<file path="config.mk">
export PLATFORM = sky130hd
export DESIGN_NAME = l2_cache_control
export DESIGN_NICKNAME = d
export VERILOG_FILES = /design/src/rtl/l2_cache_control.sv
export SDC_FILE = /design/constraint.sdc
export NUM_CORES = 1
export LEC_CHECK = 0
export CAP_MARGIN = 20
export CORE_MARGIN = 1
export CORE_UTILIZATION = 29
export DETAILED_ROUTE_END_ITERATION = 6
export GPL_ROUTABILITY_DRIVEN = 0
export PLACE_DENSITY = 0.92
export SLEW_MARGIN = 20
export SYNTH_ARGS = -nofsm -noshare
export SYNTH_HDL_FRONTEND = slang
export SYNTH_SLANG_ARGS = --single-unit
</file>
<file path="constraint.sdc">
create_clock -name clk -period 2.6 [get_ports clk]
set_clock_uncertainty 0.05 [all_clocks]
set_input_delay 0.52 -clock clk [delete_from_list [all_inputs] [get_ports clk]]
set_output_delay 0.52 -clock clk [all_outputs]
set_load 0.05 [all_outputs]
</file>
<file path="src/rtl/l2_cache_control.sv">
// Sequencing FSM for the 4-way L2 cache datapath: hits, clean misses and dirty
// write-back-then-fill misses. Optional performance counters: L2_CACHE_PERF_COUNTERS_EN.
module l2_cache_control #(
    parameter int CNT_WIDTH = 32
) (
    input  logic                 clk,
    input  logic                 rst_n,
    input  logic                 mem_read,
    input  logic                 mem_write,
    output logic                 mem_resp,
    output logic                 pmem_read,
    output logic                 pmem_write,
    input  logic                 pmem_resp,
    input  logic                 dp_hit,
    input  logic                 dp_dirty,
    output logic                 dp_new_data,
    output logic                 dp_we,
    output logic                 dp_wdata_sel,
    output logic                 dp_wb,
    output logic [CNT_WIDTH-1:0] hit_count,
    output logic [CNT_WIDTH-1:0] miss_count,
    output logic [CNT_WIDTH-1:0] wb_count
);

    typedef enum logic [2:0] {
        IDLE       = 3'd0,
        LOOKUP     = 3'd1,
        WB_SETUP   = 3'd2,
        WRITEBACK  = 3'd3,
        FILL_SETUP = 3'd4,
        FILL       = 3'd5,
        RESPOND    = 3'd6
    } state_t;

    state_t state_r;
    state_t state_next_s;
    logic   refill_r;
    logic   refill_next_s;

    // State and refill flag registers
    always_ff @(posedge clk or negedge rst_n) begin
        if (!rst_n) begin
            state_r  <= IDLE;
            refill_r <= 1'b0;
        end else begin
            state_r  <= state_next_s;
            refill_r <= refill_next_s;
        end
    end

    // Next-state and datapath control decode
    always_comb begin
        state_next_s  = state_r;
        refill_next_s = refill_r;
        mem_resp      = 1'b0;
        pmem_read     = 1'b0;
        pmem_write    = 1'b0;
        dp_new_data   = 1'b0;
        dp_we         = 1'b0;
        dp_wdata_sel  = 1'b0;
        dp_wb         = 1'b0;
        case (state_r)
            IDLE: begin
                if (mem_read || mem_write) begin
                    state_next_s  = LOOKUP;
                    refill_next_s = 1'b0;
                end else begin
                    state_next_s = IDLE;
                end
            end
            LOOKUP: begin
                if (dp_hit) begin
                    // mem_write wins when both request lines are high
                    if (mem_write) begin
                        dp_we        = 1'b1;
                        dp_new_data  = 1'b0;
                        dp_wdata_sel = 1'b1;
                    end else begin
                        dp_we = 1'b0;
                    end
                    state_next_s = RESPOND;
                end else if (dp_dirty) begin
                    state_next_s = WB_SETUP;
                end else begin
                    state_next_s = FILL_SETUP;
                end
            end
            WB_SETUP: begin
                dp_wb        = 1'b1;
                state_next_s = WRITEBACK;
            end
            WRITEBACK: begin
                dp_wb      = 1'b1;
                pmem_write = 1'b1;
                if (pmem_resp) begin
                    state_next_s = FILL_SETUP;
                end else begin
                    state_next_s = WRITEBACK;
                end
            end
            FILL_SETUP: begin
                state_next_s = FILL;
            end
            FILL: begin
                pmem_read = 1'b1;
                if (pmem_resp) begin
                    dp_we         = 1'b1;
                    dp_new_data   = 1'b1;
                    dp_wdata_sel  = 1'b0;
                    refill_next_s = 1'b1;
                    state_next_s  = LOOKUP;
                end else begin
                    state_next_s = FILL;
                end
            end
            RESPOND: begin
                mem_resp     = 1'b1;
                state_next_s = IDLE;
            end
            default: begin
                state_next_s = IDLE;
            end
        endcase
    end

`ifdef L2_CACHE_PERF_COUNTERS_EN
    logic hit_inc_s;
    logic miss_inc_s;
    logic wb_inc_s;
    logic [CNT_WIDTH-1:0] hit_count_r;
    logic [CNT_WIDTH-1:0] miss_count_r;
    logic [CNT_WIDTH-1:0] wb_count_r;

    function automatic logic [CNT_WIDTH-1:0] sat_inc(input logic [CNT_WIDTH-1:0] value,
                                                     input logic inc);
        if (inc && (value != {CNT_WIDTH{1'b1}})) begin
            return value + {{(CNT_WIDTH-1){1'b0}}, 1'b1};
        end else begin
            return value;
        end
    endfunction

    // Re-lookups after a fill are not counted as hits or misses
    assign hit_inc_s  = (state_r == LOOKUP) && dp_hit && !refill_r;
    assign miss_inc_s = (state_r == LOOKUP) && !dp_hit && !refill_r;
    assign wb_inc_s   = (state_r == LOOKUP) && !dp_hit && dp_dirty;

    // Saturating performance counters
    always_ff @(posedge clk or negedge rst_n) begin
        if (!rst_n) begin
            hit_count_r  <= {CNT_WIDTH{1'b0}};
            miss_count_r <= {CNT_WIDTH{1'b0}};
            wb_count_r   <= {CNT_WIDTH{1'b0}};
        end else begin
            hit_count_r  <= sat_inc(hit_count_r, hit_inc_s);
            miss_count_r <= sat_inc(miss_count_r, miss_inc_s);
            wb_count_r   <= sat_inc(wb_count_r, wb_inc_s);
        end
    end

    assign hit_count  = hit_count_r;
    assign miss_count = miss_count_r;
    assign wb_count   = wb_count_r;
`else
    assign hit_count  = {CNT_WIDTH{1'b0}};
    assign miss_count = {CNT_WIDTH{1'b0}};
    assign wb_count   = {CNT_WIDTH{1'b0}};
`endif

endmodule

</file>
==> Implementation_results.wiki <==
{| class="wikitable"
! Metric !! Value
|-
| Run status || finished, final reports clean
|-
| Die boundary height || 58.5 microns
|-
| Most used DFF post-synth || dfrtp_1
|-
| Endpoint of the worst register-to-register path || state_r[0]
|-
| End point of the critical path || mem_resp
|-
| Slew @ Worst Pin || roughly 0.50 ns
|-
| Sequential-to-total area share from yosys stat || 8.11%
|-
| Syn Std Cell Area || 926 sq um
|-
| Wire length of the first global-routing pass || 1240 microns
|-
| Library cell with the largest summed area after synthesis || buf_4
|-
| Most used standard cell by instance count after synthesis || buf_4
|-
| Antenna diodes || 0
|-
| Area growth syn-to-layout || -13.2%
|-
| Maximum number of pins on one net before global-route repair || 10
|-
| Worst Setup End Kind || primary output
|-
| Final max-slew violation count || 0
|-
| Root Buffer || clkbuf_4
|-
| Synthesized area divided by synthesized cell count || about 7.5 sq um
|-
| Final setup vio count || 0
|-
| Hold-fix buffers, CTS || 0
|-
| Yosys synthesis warning count || 0
|-
| Die Footprint || approximately 3400 sq um
|-
| Number of nets in the finished design || around 150
|-
| Count of distinct cell types in the synthesized netlist || 17
|-
| Pwr dens || 1010 nW/um^2
|-
| Worst Hold Class || input pin to asynchronous set/reset pin
|-
| Period utilisation layout || 92.5%
|-
| Data arrival time of the worst path || 1.84 ns
|-
| Post-detailed-route via-to-cell ratio || 2.68
|-
| Number of gates given a new drive strength after cts || 0
|-
| Peak Freq || 0.416 GHz
|-
| Total negative slack || 0 ns
|-
| Worst-path fanout max || 7
|-
| Post-layout total power || 0.000808 W
|-
| # rows || 20
|-
| Worst flop-to-flop path startpoint || state_r[1]
|-
| Kind of start point of the critical path || flop
|-
| Flop2flop setup slack || 1.32 ns
|-
| Total number of vias || between 400 and 500
|-
| Largest cells by area after synthesis || buf_4, dfrtp_1, nand2_1
|-
| RSZ-0062 raised after global routing || false
|-
| Setup crit start || state_r[2]
|-
| Total track usage || 4.88%
|-
| Number of global-route vias before repair || 286
|-
| Hold Vio Cnt, Final || 0
|-
| Final worst slack || around 0.19 ns
|-
| Instance count of the mapped netlist || 123
|-
| X dimension of the die || 58.5 microns
|-
| Grt ovf || 0
|-
| Initial antenna violation count || 0
|-
| Filler instances || 352
|-
| Routed length per instance || roughly 5.7 microns
|-
| Final core occ || 26.3%
|-
| Remaining max-slew budget at the tightest pin || 66.2%
|-
| Num CTS Buffers || 3
|-
| Antenna-violating nets left || 0
|-
| Post-CTS Repair Setup Buffers || 0
|-
| Count of max-cap constraint violations || 0
|-
| Required time reported for the critical path endpoint || just over 2 ns
|-
| Fraction of layout cells with a size suffix above 1 || ~5.0%
|-
| H-tree depth || 1
|-
| Static Leakage || roughly 0.48 nW
|-
| Initial core utilization || 30.3%
|-
| Worst Path Class, Setup || flop to primary output
|-
| Input/output buffers || 13
|-
| Number of flip-flops in the largest register || 3
|-
| Register bit count reported by yosys || 3
|-
| Insertion delay of the later-clocked pin in the worst-skew pair || roughly 0.23 ns
|-
| Starting DRC count in detailed routing || 12
|-
| Registers with the most flip-flops || state_r (3)
|-
| R2R cell count || 2
|-
| Peak supply drop || 0.000200 V
|-
| TritonCTS clock tree || yes
|-
| Aggregate routed wire length || 1050 microns
|-
| Number of placed I/O pins || 110
|-
| Core area || 3050 sq um
|-
| First-pass iteration count of the detailed router || 2
|-
| Post-DP HPWL || 932 microns
|-
| Placed cell count || approximately 180
|-
| Register with the most flip-flops || state_r
|-
| CTS Sinks || 3
|-
| Setup WS pre-CTS || 0.433 ns
|-
| DRC Markers || 0
|-
| Post-synth top area share || 77.8%
|-
| CTS Buffer Depth || 2
|-
| Final instance count without filler cells || 183
|-
| Reg clk slew, reported paths || 0.04 ns
|-
| Fraction of registers with async set/reset || 100%
|-
| Number of enable flip-flop cells after synthesis || 0
|-
| Top cells by instance count after synthesis || buf_4, nand2_1, dfrtp_1, nor2_1
|-
| Clock period minus worst slack || 2.41 ns
|}
[how the worst min path moves through the flow]
stage | endpoint | slack [ns] | cells after the start
after floorplan | state_r[0] | 0.17 | 0
after global placement | state_r[1] | 0.47 | 1
after detailed placement | state_r[1] | 0.49 | 1
after CTS | state_r[2] | 0.41 | 1
after global routing | state_r[1] | 0.42 | 1
final | state_r[1] | 0.42 | 1
[layer usage]
metal,vias to the layer above,global-route usage (%),part of all wire (%)
li1,219,-,-
met1,219,4.92,30
met2,52,8.87,55
met3,0,1.32,14
met4,0,3.06,0
met5,-,0,0
[cell usage in the layout, fill, tap and decap left out]
cell	instances
conb_1	96
clkdlybuf4s50_1	10
nand2_1	4
nor2_1	3
clkbuf_4	3
buf_12	3
dfrtp_1	3
nand2b_1	2
a21oi_1	2
nand3_1	2
nor3b_1	2
o21bai_1	1
or4_1	1
inv_1	1
and3_1	1
and2b_2	1
nand3b_1	1
o21ai_0	1
and2_1	1
clkbuf_1	1
[cell families after synthesis]
logic type             after synthesis  share of synthesized area [%]
buffers and inverters               97                           78.2
and+or+nand+nor                     18                           10.8
AOI/OAI and AO/OA                    4                           2.43
DFF                                  3                           8.11
other                                1                          0.405
[worst max-delay path, cell delays in order (launching register included)]
cell,delay [ns]
dfrtp_1,0.44
inv_1,0.12
nor3b_1,0.21
clkdlybuf4s50_1,0.84
[metrics by stage]
stage / hold WS, ns / instance area [sq um]
global placement: 0.470 / 777
finish: 0.421 / 803
CTS: 0.411 / 803
global route: 0.422 / 803
floorplan: 0.174 / 1280
detailed placement: 0.493 / 777
[power breakdown]
part	internal (W)	leakage, nW	switching (W)
Combinational	0.000131	0.424	0.000489
Clock	0.0000575	0.0150	0.0000236
Sequential	0.0000699	0.0363	0.0000376
[area by class of cell]
cell class,instances,area [sq um],share of cell area (%)
clock buffers,4,26.3,3.27
inverters,1,3.75,0.467
multi-input cells,118,483,60.1
flip-flops and latches,3,75.1,9.35
well taps,44,55.1,6.85
repair buffers,13,160,19.9
No activity file was read; power rests on OpenSTA's default activity.
